--- config.mk ---
export PLATFORM = sky130hd
export DESIGN_NAME = inst_fetch_unit
export DESIGN_NICKNAME = d
export VERILOG_FILES = /design/src/rtl/inst_fetch_unit.sv
export SDC_FILE = /design/constraint.sdc
export NUM_CORES = 1
export LEC_CHECK = 0
export CELL_PAD_IN_SITES_DETAIL_PLACEMENT = 2
export CELL_PAD_IN_SITES_GLOBAL_PLACEMENT = 2
export CORE_MARGIN = 2
export CORE_UTILIZATION = 35
export CTS_BUF_LIST = sky130_fd_sc_hd__clkbuf_16
export DETAILED_ROUTE_END_ITERATION = 10
export MAX_ROUTING_LAYER = met4
export PLACE_DENSITY = 0.89
export SYNTH_ARGS = -nofsm -noshare
export SYNTH_HDL_FRONTEND = slang
export SYNTH_SLANG_ARGS = --single-unit
--- constraint.sdc ---
create_clock -name clk -period 5.44 [get_ports clk]
set_input_delay 1.088 -clock clk [delete_from_list [all_inputs] [get_ports clk]]
set_output_delay 1.088 -clock clk [all_outputs]
set_load 0.005 [all_outputs]
--- src/rtl/inst_fetch_unit.sv ---
// inst_fetch_unit: fetch PC, instruction memory port and
// fetch queue feeding decode through a valid/ready handshake.
module inst_fetch_unit #(
  parameter logic [31:0] RESET_PC    = 32'h0000_0000,
  parameter int          QUEUE_DEPTH = 2,
  parameter logic [31:0] PC_STEP     = 32'd4
) (
  input  logic        clk,
  input  logic        reset,
  output logic [31:0] inst_add,
  input  logic [31:0] inst_code,
  input  logic        redirect_valid,
  input  logic [31:0] redirect_pc,
  input  logic        halt_req,
  output logic        out_valid,
  output logic [31:0] out_inst,
  output logic [31:0] out_pc,
  input  logic        out_ready,
  output logic        fetch_misalign
);

  localparam int PW = $clog2(QUEUE_DEPTH);
  localparam int CW = PW + 1;

  localparam logic [1:0] S_IDLE = 2'd0;
  localparam logic [1:0] S_RUN  = 2'd1;
  localparam logic [1:0] S_HALT = 2'd2;
  localparam logic [1:0] S_ERR  = 2'd3;

  logic [1:0]    state_q;
  logic [1:0]    state_d;
  logic [31:0]   fetch_pc_q;
  logic [CW-1:0] count_q;
  logic [CW-1:0] count_d;
  logic [PW-1:0] rd_ptr_q;
  logic [PW-1:0] wr_ptr_q;
  logic [PW-1:0] rd_next;
  logic [31:0]   q_pc   [QUEUE_DEPTH];
  logic [31:0]   q_inst [QUEUE_DEPTH];
  logic [31:0]   out_pc_q;
  logic [31:0]   out_inst_q;
  logic          misalign_q;

  logic active;
  logic redirect;
  logic bad_target;
  logic pop;
  logic push;
  logic full;
  logic head_is_push;

  assign inst_add       = fetch_pc_q;
  assign out_valid      = (count_q != '0);
  assign out_pc         = out_pc_q;
  assign out_inst       = out_inst_q;
  assign fetch_misalign = misalign_q;

  assign active     = (state_q == S_RUN) || (state_q == S_HALT);
  assign redirect   = active && redirect_valid;
  assign bad_target = redirect && (redirect_pc[1:0] != 2'b00);
  assign full       = (count_q == CW'(QUEUE_DEPTH));
  assign pop        = out_valid && out_ready && !redirect;
  assign push       = (state_q == S_RUN) && !halt_req &&
                      !redirect_valid && (!full || pop);

  assign rd_next = rd_ptr_q + PW'(pop);
  assign count_d = count_q - CW'(pop) + CW'(push);

  // An empty-after-pop queue takes its new head straight from memory.
  assign head_is_push = push && (wr_ptr_q == rd_next);

  always_comb begin
    state_d = state_q;
    case (state_q)
      S_IDLE: state_d = S_RUN;
      S_RUN: begin
        if (bad_target)    state_d = S_ERR;
        else if (halt_req) state_d = S_HALT;
      end
      S_HALT: begin
        if (bad_target)     state_d = S_ERR;
        else if (redirect)  state_d = S_HALT;
        else if (!halt_req) state_d = S_RUN;
      end
      S_ERR:   state_d = S_ERR;
      default: state_d = S_IDLE;
    endcase
  end

  always_ff @(posedge clk) begin
    if (push) begin
      q_pc[wr_ptr_q]   <= inst_add;
      q_inst[wr_ptr_q] <= inst_code;
    end
  end

  always_ff @(posedge clk) begin
    if (!reset) begin
      state_q    <= S_IDLE;
      fetch_pc_q <= RESET_PC;
      count_q    <= '0;
      rd_ptr_q   <= '0;
      wr_ptr_q   <= '0;
      out_pc_q   <= '0;
      out_inst_q <= '0;
      misalign_q <= 1'b0;
    end else begin
      state_q <= state_d;
      if (bad_target) misalign_q <= 1'b1;
      if (redirect) begin
        count_q  <= '0;
        rd_ptr_q <= '0;
        wr_ptr_q <= '0;
        if (!bad_target) fetch_pc_q <= redirect_pc;
      end else begin
        count_q  <= count_d;
        rd_ptr_q <= rd_next;
        wr_ptr_q <= wr_ptr_q + PW'(push);
        if (push) fetch_pc_q <= fetch_pc_q + PC_STEP;
        if (count_d != '0) begin
          out_pc_q   <= head_is_push ? inst_add  : q_pc[rd_next];
          out_inst_q <= head_is_push ? inst_code : q_inst[rd_next];
        end
      end
    end
  end

endmodule

# Word-level counts from Yosys, hierarchy flattened
# Memories as Yosys holds them, arrays and structs flattened. A register that Yosys moved wholly into a read port is not among the register bits.
# Index checks and enable logic that the tools add are counted.
classes:
  add_sub_neg: 5
  n_eq_ne: 7
  n_mux: 11
  bitwise_logic: 2
  reduce_logical: 24
op_table:
  columns: ["op", "count"]
  rows:
  - ["$mux W32", 3]
  - ["$add A32 B3 Y32 const B", 1]
  - ["$mux W2", 5]
  - ["$pmux W2 S4", 1]
  - ["$reduce_bool A2 Y1", 4]
  - ["$logic_and A1 B1 Y1", 7]
  - ["$eq A2 B2 Y1 const B", 3]
  - ["$logic_not A1 Y1", 6]
  - ["$reduce_and A2 Y1", 3]
  - ["$ne A4 B4 Y1 const B", 1]
  - ["$ne A3 B3 Y1 const B", 1]
  - ["$add A1 B1 Y1", 2]
  - ["$add A2 B1 Y2", 1]
  - ["$eq A2 B1 Y1 const B", 1]
  - ["$logic_not A2 Y1", 1]
  - ["$logic_or A1 B1 Y1", 2]
  - ["$mux W1", 2]
  - ["$ne A2 B2 Y1 const B", 1]
  - ["$not A1 Y1", 2]
  - ["$reduce_or A2 Y1", 1]
  - ["$sub A2 B1 Y2", 1]
word_totals:
  regBits: 39
  ramBits: 128
  input_bits: 69
  out_inout_bits: 98
  word_cells: 57
  mem_count: 2
mem_list:
  columns: ["memory", "depth", "word_bits", "rd", "rd_ports_with_merged_regs", "write_ports", "line_no", "source"]
  rows:
  - ["q_inst", 2, 32, 1, 1, 1, "39", "logic [31:0] q_inst [QUEUE_DEPTH];"]
  - ["q_pc", 2, 32, 1, 1, 1, "38", "logic [31:0] q_pc [QUEUE_DEPTH];"]

# Logic depth before layout (Yosys ltp)
# Gate-level depths: netlist of the first run.
depth:
  ltp_word: 10
  mapped_depth: 14
  mapped_depth_nobuf: 11

# Worst setup path before layout of the first run
# Ideal clock, no wire load.
synth_path:
  path_kind: "input -> register"
  startpoint: "input redirect_valid"
  endpoint: "memory q_inst[0][0] (enable)"
  setup_time_ps: 429
  arrival_ps: 3705
  required_time_ps: 5011
  setup_slack_ps: 1306
  path_stages: 5
  path_buffers: 1
  path_cell_list: "nor3b_1 -> nand2_1 -> clkinv_1 -> buf_1 -> ha_1"
synth_via:
  elab_chain_cells: 7
  word_cells_on_any_way: 9
  cone_classes: "mux (2); reduce/logical (7)"
synth_lines:
  columns: ["item", "line_no", "source"]
  rows:
  - ["start, declared", "12", "input logic redirect_valid,"]
  - ["$logic_and A1 B1 Y1", "59", "assign redirect = active && redirect_valid;"]
  - ["$logic_not A1 Y1", "62", "assign pop = out_valid && out_ready && !redirect;"]
  - ["$logic_and A1 B1 Y1", "62", null]
  - ["$logic_or A1 B1 Y1", "64", "!redirect_valid && (!full || pop);"]
  - ["$logic_and A1 B1 Y1 *", "64", null]
  - ["$mux W1 *", "91", "if (push) begin"]
  - ["$mux W1 (implied by the code) *", "93", "q_inst[wr_ptr_q] <= inst_code;"]
  - ["end, declared", "39", null]
# Every way passes the cells marked *; elsewhere a longest branch is shown, timed or not.

# Worst setup path after layout of the first run
layout_path:
  startpoint: "input redirect_valid"
  endpoint: "register out_pc_q[5] (netlist: out_pc[5]), read port of q_pc"
layout_via:
  elab_chain_cells: 8
  word_cells_on_any_way: 13
  cone_classes: "add/sub (3); bitwise (1); reduce/logical (9)"
layout_lines:
  columns: ["item", "line_no", "source"]
  rows:
  - ["parallel branches: the longest is 5 deep, another holds $sub A2 B1 Y2", null, null]
  - ["$add A2 B1 Y2 *", "67", "assign count_d = count_q - CW'(pop) + CW'(push);"]
  - ["named net count_d[0]", "34", "logic [CW-1:0] count_d;"]
  - ["$reduce_bool A2 Y1 *", "120", "if (count_d != '0) begin"]
  - ["$reduce_and A2 Y1 (no line) *", null, null]
  - ["end, declared", "40", "logic [31:0] out_pc_q;"]
# Mark *: on every way through the listed nets, which the timed path passes.
# A chain may end at the register's enable or synchronous reset.

==> flow_summary.toml, run 1 <==
[outcome]
run_status = "completed"

[yosys]
synth_area_sq_um = 10900
synth_top_area_frac = 0.353
synth_seq_cells = 231
synth_top_family_by_area = "compound AO/OA/AOI/OAI gates"
synth_most_common_cell = "edfxtp_1"
yosys.cell_types.count = 63
synthCells = 1020
ys_async_sr_fraction = 0
ys_top_cells_by_area = "edfxtp_1, dfxtp_1, o2111ai_1"
synthAdderAreaFrac = 0.00918
synth_warnings = 0
yosysSeqAreaShare = 0.542
synth-compound-area-share = 0.269
synth_fp_nets = 1097
synthSimpleGateAreaFrac = 0.122
synth-main-ff-cell = "edfxtp_1"
synth_xor_area_frac = 0.00287
syn-mean-instance-area_sq_um = 10.7
yosysTopAreaCell = "edfxtp_1"
synth_commonest_cells = "edfxtp_1, dfxtp_1, clkbuf_1"
synth_edf_count = 128
synthMuxAreaShare = 0.00184

[critical_path]
cp.required_ps = 5910
crit_fanout = 34
worstSetupPathType = "input pin to flop"
r2r-end = "out_pc[5]"
slowest_delay_ps = 790
crit_arrival_ps = 4820
slowest_stage = "or4_4"
critPathLaunch = "redirect_valid"
reg2reg_slack_ps = 1520
worstReg2RegStart = "state_q[1]"
crit_path_end_kind = "flop"
crit_path_end = "out_pc[5]"
cp_cell_sequence = "clkdlybuf4s50_1 > nor3b_1 > nor2_1 > o21ai_0 > o211ai_1 > ha_1 > or4_4 > a31oi_4 > buf_4 > a32o_1"
rr_worst_depth = 11
startpoint_type = "input pin"

[placed_design]
dp.final_hpwl_um = 25700
io_buffer_count = 166
place_ws_ps = 583
routabilityCongestion = 0.776
placed_area_sq_um = 12900

[timing]
rsz0062_at_grt = "false"
setup_violations = 0
tightest_slew_ps = 1120
fin_worst_skew_ps = 13.8
final_hold_viol_count = 0
maxSlewViolCount = 0
fin_crit_sh = 0.799
fin_ws_ps = 1090
clock.fmax_mhz = 230
fin_tns_setup_ps = 0
period_minus_slack_ps = 4350
maxSlewHeadroom = 0.252

[floorplan]
die_w_um = 180
core_area_sq_um = 30700
initial_core_util = 0.355
die_area_sq_um = 32600
ios = 167
rows = 64
die_h_um = 180

[layout]
fin_area_sq_um = 13700
nets = 1216
drive_gt1_frac = 0.0708
diodes = 0
syn_to_final_growth_pct = 25.7

[global_routing]
track_usage = 0.262
antenna_found_initial = 0
grt-ovfl-total = 0
grt_pass1_wl_um = 65700
grt_max_degree = 65
grt_pass1_vias = 11000

[drt]
avgViaCountPerCell = 6.43
drt_first_pass_iters = 6
wirelength_um = 42800
drc = 0
drt_iter0_markers = 650
ant_nets = 0
wl_per_cell_um = 27.5
vias = 10000

[min_path]
min_path_type = "flop to flop"

[cts]
post_cts_buffers = 0
cts_htree_levels = 1
cts.sinks = 231
clk_path_buf_depth = 3
cts_buffers = 27
cts_root_buf = "clkbuf_16"
cts.clk_slew.worst_paths_ps = 60
cts_hold_buf = 0
cts_tree = "done"
insertion_delay_ps = 530
postCtsResizedCells = 0

[power_and_ir_drop]
p_per_area_nw_per_um2 = 438
power.leakage_nw = 4.36
peakVddDrop_mv = 0.222

[run]
cap_violations = 0
## cell type report
class	instances	area, sq um
clock buffers	27	676
well taps	396	495
flip-flops and latches	231	5910
repair buffers	195	1870
multi-input cells	644	4510
clock inverters	22	90.1
fillers	3123	17000
inverters	40	150
## cell families after synthesis
group | count (synthesis)
muxes | 2
AOI/OAI and AO/OA | 380
and+or+nand+nor | 252
adders and majority gates | 8
buffers and inverters | 145
DFF | 231
xor gates and xnor gates | 2
## state kept, by name (all words and copies together) (netlist names)
register and cells:
out_pc 32, q_inst 64, wr_ptr_q 1, fetch_misalign 1, state_q 2, rd_ptr_q 1
out_inst 32, q_pc 64, count_q 2, inst_add 32
## critical path, delay by kind of cell
family                     cells  cell delay [ps]
and+or+nand+nor                3             1530
adders and majority gates      1              370
buffers and inverters          2              960
AOI/OAI and AO/OA              4              840
## placed cells by master (no fill, tap or decap), drive strengths merged, types with 3 or more instances in the layout
cell type,Yosys,routed
clkdlybuf4s50,0,165
edfxtp,128,128
dfxtp,103,103
o211ai,72,72
nand2,66,66
o2111ai,64,64
o21ai,53,53
inv,38,51
nor3,42,42
o311ai,33,33
nor2,33,33
a211oi,32,32
nand3b,32,32
o22a,32,32
a32o,32,32
buf,14,30
clkbuf,91,27
nand3,24,24
a21oi,23,23
and3,12,12
nand4,10,10
clkinv,2,10
a31oi,9,9
ha,8,8
o21a,7,7
nor4,6,6
and2,6,6
or3,5,5
o31a,4,4
o221ai,3,3
a311oi,3,3
or4,3,3
## routing by layer
| metal | global-route usage | wire length (um) | up-vias |
|---|---|---|---|
| met5 | - | 0 | - |
| met4 | 0.0858 | 1220 | 0 |
| met3 | 0.0362 | 2420 | 96 |
| met2 | 0.445 | 21600 | 407 |
| met1 | 0.322 | 17500 | 5153 |
| li1 | - | - | 4348 |
## report_power, final
part	internal [mW]	switching, mW	total, mW
clock network	0.890	0.730	1.62
logic	0.842	1.15	1.99
registers	2.14	0.248	2.39
total	3.87	2.13	6.00
## worst min path at each step
stage	start	to	slack, ps	cells after the start
after floorplan	fetch_misalign	fetch_misalign	460	2
after global placement	out_pc[18]	out_pc[18]	450	1
after detailed placement	out_pc[5]	out_pc[5]	460	1
after CTS	out_pc[21]	out_pc[21]	480	1
after global routing	out_pc[1]	out_pc[1]	500	1
final	out_pc[21]	out_pc[21]	470	1
## per-stage QoR
stage / instances / util / hold WS (ps) / power [mW]
6_report: 1555 / 0.447 / 474 / 6.00
5_1_grt: 1555 / 0.447 / 495 / 6.25
4_1_cts: 1555 / 0.447 / 477 / 6.01
3_5_place_dp: 1506 / 0.422 / 461 / 4.37
3_3_place_gp: 1506 / 0.422 / 451 / 4.24
2_1_floorplan: 1020 / - / 463 / 3.34
(Power assumes the default switching activity.)
==> run 2: changes to the inputs <==
==> constraint.sdc (replaced) <==
create_clock -name clk -period 4.3 [get_ports clk]
set_input_delay 0.86 -clock clk [delete_from_list [all_inputs] [get_ports clk]]
set_output_delay 0.86 -clock clk [all_outputs]
set_load 0.005 [all_outputs]
==> run 2 against run 1 <==
Effect of this change:
- sequential cell count did not move
- wire length grew 1.2%
- worst hold slack worse by 3.4 ps
- combinational power is 29% higher
- die area stayed put
- first-iteration DRC count increased by 28%
- count of clock-buffer cells in the layout unchanged
- core utilization increased by 0.38 points
- clock power grew 32%
- final area increased by 0.86%
- clock skew shrank 5.6 ps
==> flow_summary.toml, run 2 (same netlist as run 1, synthesis figures left out) <==
[layout]
nFillCells = 3090
utilization = 0.451
largestRegisters = "q_inst: 64 flops, q_pc: 64 flops"
multi_input_area_sq_um = 4510
diodes = 0
drive_gt1_frac = 0.0815
most-common-layout-cells = "clkdlybuf4s50_1, edfxtp_1, dfxtp_1, o211ai_1, nand2_1"
seq_area_sq_um = 5910
nets = 1223
final_common_cell = "clkdlybuf4s50_1"
syn_to_final_growth_pct = 26.8

[critical_path]
worstReg2RegStart = "state_q[1]"
crit_path_end_kind = "flop"
cp.required_ps = 4760
startpoint_type = "input pin"
rr_worst_depth = 11
crit_arrival_ps = 4010
crit_fanout = 32
reg2reg_slack_ps = 970
r2r-end = "out_pc[15]"
worstSetupPathType = "input pin to flop"

[placed_design]
dp.final_hpwl_um = 26400
io_buffer_count = 166
routabilityCongestion = 0.772

[power_and_ir_drop]
p_per_area_nw_per_um2 = 558
power.leakage_nw = 4.40
p_total_mw = 7.71
peakVddDrop_mv = 0.277

[min_path]
min_path_type = "flop to flop"
holdPathStages = 1
hold_end = "out_pc[10]"
min-delay-start = "out_pc[10]"

[floorplan]
rows = 64
die_w_um = 180
die_h_um = 180
ios = 167
initial_core_util = 0.355
die_area_sq_um = 32600
core_area_sq_um = 30700

[cts]
cts_root_buf = "clkbuf_16"
cts.clk_slew.worst_paths_ps = 60
insertion_delay_ps = 530
postCtsResizedCells = 0
cts.sinks = 231
cts_htree_levels = 1
cts_hold_buf = 0
post_cts_buffers = 0
cts_buffers = 27
clk_path_buf_depth = 3
cts_tree = "done"

[timing]
clock.fmax_mhz = 282
maxSlewViolCount = 0
tightest_slew_ps = 1130
holdWs_ps = 471
period_minus_slack_ps = 3550
maxSlewHeadroom = 0.248
fin_crit_sh = 0.825
setup_violations = 0
final_hold_viol_count = 0
fin_worst_skew_ps = 8.18
rsz0062_at_grt = "false"
fin_tns_setup_ps = 0

[global_routing]
grt_pass1_wl_um = 66600
antenna_found_initial = 0
grt_max_degree = 65
grt_pass1_vias = 10800
grt-ovfl-total = 0
track_usage = 0.265

[outcome]
run_status = "completed"

[drt]
drt_iter0_markers = 829
wl_per_cell_um = 27.7
wirelength_um = 43300
avgViaCountPerCell = 6.44
drt_first_pass_iters = 5
drc = 0
ant_nets = 0
vias = 10100

[run]
cap_violations = 0
==> run 2: changes by cell type in the layout (fill, tap and decap cells not counted) <==
| cell | previous run | this run |
|---|---|---|
| clkinv_2 | 3 | 6 |
| inv_6 | 0 | 1 |
| bufinv_16 | 0 | 1 |
| buf_4 | 29 | 34 |
| clkinv_4 | 0 | 1 |
| inv_1 | 51 | 44 |
| buf_12 | 0 | 2 |
| clkinv_1 | 7 | 8 |
==> run 2: worst max path at each step <==
stage                    to      startpoint  depth (start not counted)
2_1_floorplan  q_inst[0][0]  redirect_valid                          5
3_3_place_gp   out_inst[28]  redirect_valid                         10
3_5_place_dp     out_pc[15]  redirect_valid                         10
4_1_cts          out_pc[15]  redirect_valid                         10
5_1_grt          out_pc[16]  redirect_valid                         10
6_report         out_pc[15]  redirect_valid                         10
==> run 2: layout make-up <==
cell class,instances,share of cell area
well taps,396,0.0358
clock buffers,27,0.0489
multi-input cells,644,0.326
clock inverters,22,0.00942
repair buffers,202,0.141
flip-flops and latches,231,0.427
inverters,40,0.0109
==> run 2: metal layers <==
metal	GRT usage	share of wire
met3	0.0366	0.055
met4	0.0819	0.028
met2	0.455	0.50
met5	-	0
met1	0.323	0.41
==> run 2: power breakdown <==
part	total (mW)	internal [mW]	switching [mW]
sequential	3.01	2.70	0.312
clock	2.14	1.20	0.946
combinational	2.56	1.10	1.46
==> run 2: worst max-delay path, cell delays in order <==
cell and delay, ps:
clkdlybuf4s50_1 500, or3b_1 590, nor2_1 160, o21ai_0 90, o211ai_1 100, ha_1 320
or4_4 680, a31oi_4 270, buf_12 240, a32o_1 190
==> run 2: through the flow <==
stage	area, sq um	cells	setup WS (ps)
6_report	13800	1562	753
4_1_cts	13800	1562	775
3_3_place_gp	13000	1513	360
5_1_grt	13800	1562	611
3_5_place_dp	13000	1513	251
2_1_floorplan	10900	1020	394
==> run 3: changes to the inputs <==
==> constraint.sdc (replaced) <==
create_clock -name clk -period 3.4 [get_ports clk]
set_input_delay 0.68 -clock clk [delete_from_list [all_inputs] [get_ports clk]]
set_output_delay 0.68 -clock clk [all_outputs]
set_load 0.005 [all_outputs]
==> run 3 against run 2 <==
Effect of this change:
- setup slack got worse by 500 ps
- clock skew increased by 11 ps
- global-route usage decreased by 0.12 points
- sequential cell count unchanged
- via count about the same
- register-to-register slack got worse by 720 ps
- sequential share of layout area decreased by 0.84 points
- largest cell class unchanged
- largest power group unchanged
==> flow_summary.toml, run 3 (same netlist as run 1, synthesis figures left out) <==
[min_path]
min_path_type = "flop to flop"
holdPathStages = 1
min-delay-start = "out_pc[4]"
hold_end = "out_pc[4]"

[cts]
cts.clk_slew.worst_paths_ps = 60
cts.sinks = 231
cts_htree_levels = 1
post_cts_buffers = 0
insertion_delay_ps = 540
cts_hold_buf = 0
cts_tree = "done"
cts_buffers = 27
cts_root_buf = "clkbuf_16"
postCtsResizedCells = 0
clk_path_buf_depth = 3

[critical_path]
crit_fanout = 19
crit_path_end_kind = "flop"
startpoint_type = "flop"
cp.buffers_inverters = 2
slowest_delay_ps = 590
crit_arrival_ps = 3530
cp.required_ps = 3790
worstSetupPathType = "flop to flop"
cp_top_family = "simple AND/OR/NAND/NOR gates"
reg2reg_slack_ps = 250
cp_cell_sequence = "inv_1 > ha_1 > or3b_1 > nor2_1 > o21ai_0 > o211ai_1 > ha_1 > or4_4 > buf_4 > o2111ai_1 > o211ai_1"
worstReg2RegStart = "state_q[1]"
rr_worst_depth = 11
slowest_stage = "or4_4"
crit_cells = 11
r2r-end = "out_inst[22]"

[drt]
ant_nets = 0
vias = 10100
wl_per_cell_um = 27.1
avgViaCountPerCell = 6.37
drc = 0
wirelength_um = 42800
drt_iter0_markers = 780
drt_first_pass_iters = 5

[floorplan]
core_area_sq_um = 30700
die_w_um = 180
die_area_sq_um = 32600
rows = 64
ios = 167
die_h_um = 180
initial_core_util = 0.355

[global_routing]
grt_pass1_wl_um = 66200
grt_max_degree = 65
grt-ovfl-total = 0
antenna_found_initial = 0
track_usage = 0.264
grt_pass1_vias = 11100

[power_and_ir_drop]
peakVddDrop_mv = 0.418
p_per_area_nw_per_um2 = 710
power.leakage_nw = 4.55

[layout]
seq_area_sq_um = 5910
multi_input_area_sq_um = 4510
nFillCells = 3101
most-common-layout-cells = "clkdlybuf4s50_1, edfxtp_1, dfxtp_1, o211ai_1, nand2_1"
layout.cells.non_filler = 1580
drive_gt1_frac = 0.0954
nets = 1241
syn_to_final_growth_pct = 29.3
diodes = 0
fin_area_sq_um = 14100
final_common_cell = "clkdlybuf4s50_1"
largestRegisters = "q_inst: 64 flops, q_pc: 64 flops"
utilization = 0.460

[timing]
rsz0062_at_grt = "false"
maxSlewViolCount = 0
setup_violations = 0
clock.fmax_mhz = 318
fin_worst_skew_ps = 19.5
tightest_slew_ps = 1180
fin_ws_ps = 254
final_hold_viol_count = 0
maxSlewHeadroom = 0.210
fin_crit_sh = 0.925
holdWs_ps = 471
period_minus_slack_ps = 3150

[run]
cap_violations = 0

[placed_design]
routabilityCongestion = 0.788
placedCellCount = 1531
placed_area_sq_um = 13300
dp.final_hpwl_um = 26600
io_buffer_count = 166
place_ws_ps = -202

[outcome]
run_status = "completed"
run 3: metal layers:
| metal | vias to the layer above | track usage | wire length [um] |
|---|---|---|---|
| met1 | 5188 | 0.322 | 17800 |
| met3 | 90 | 0.0390 | 2460 |
| met2 | 393 | 0.450 | 21400 |
| met4 | 0 | 0.0819 | 1130 |
| met5 | - | - | 0 |
| li1 | 4397 | - | - |
run 3: worst max path at each step:
stage / slack (ps) / startpoint / endpoint
after floorplan: -330 / redirect_valid / q_inst[0][0]
after global placement: -60 / halt_req / out_inst[22]
after detailed placement: -200 / halt_req / out_inst[30]
after CTS: 230 / state_q[0] / out_inst[22]
after global routing: 20 / state_q[1] / out_inst[25]
final: 250 / state_q[1] / out_inst[22]
run 3: layout make-up:
class	count	area share
repair buffers	220	0.155
well taps	396	0.0351
multi-input cells	644	0.320
inverters	40	0.0106
flip-flops and latches	231	0.419
clock inverters	21	0.0105
clock buffers	28	0.0497
run 3: metrics by stage:
stage          TNS (ps)  power, mW
4_1_cts               0       10.0
2_1_floorplan    -41710       5.34
3_3_place_gp      -3410       6.99
6_report              0       10.0
5_1_grt               0       10.4
3_5_place_dp     -10680       7.20
run 3: power breakdown:
part           switching, mW  internal (mW)
clock                   1.19           1.63
sequential             0.387           3.42
combinational           1.87           1.51
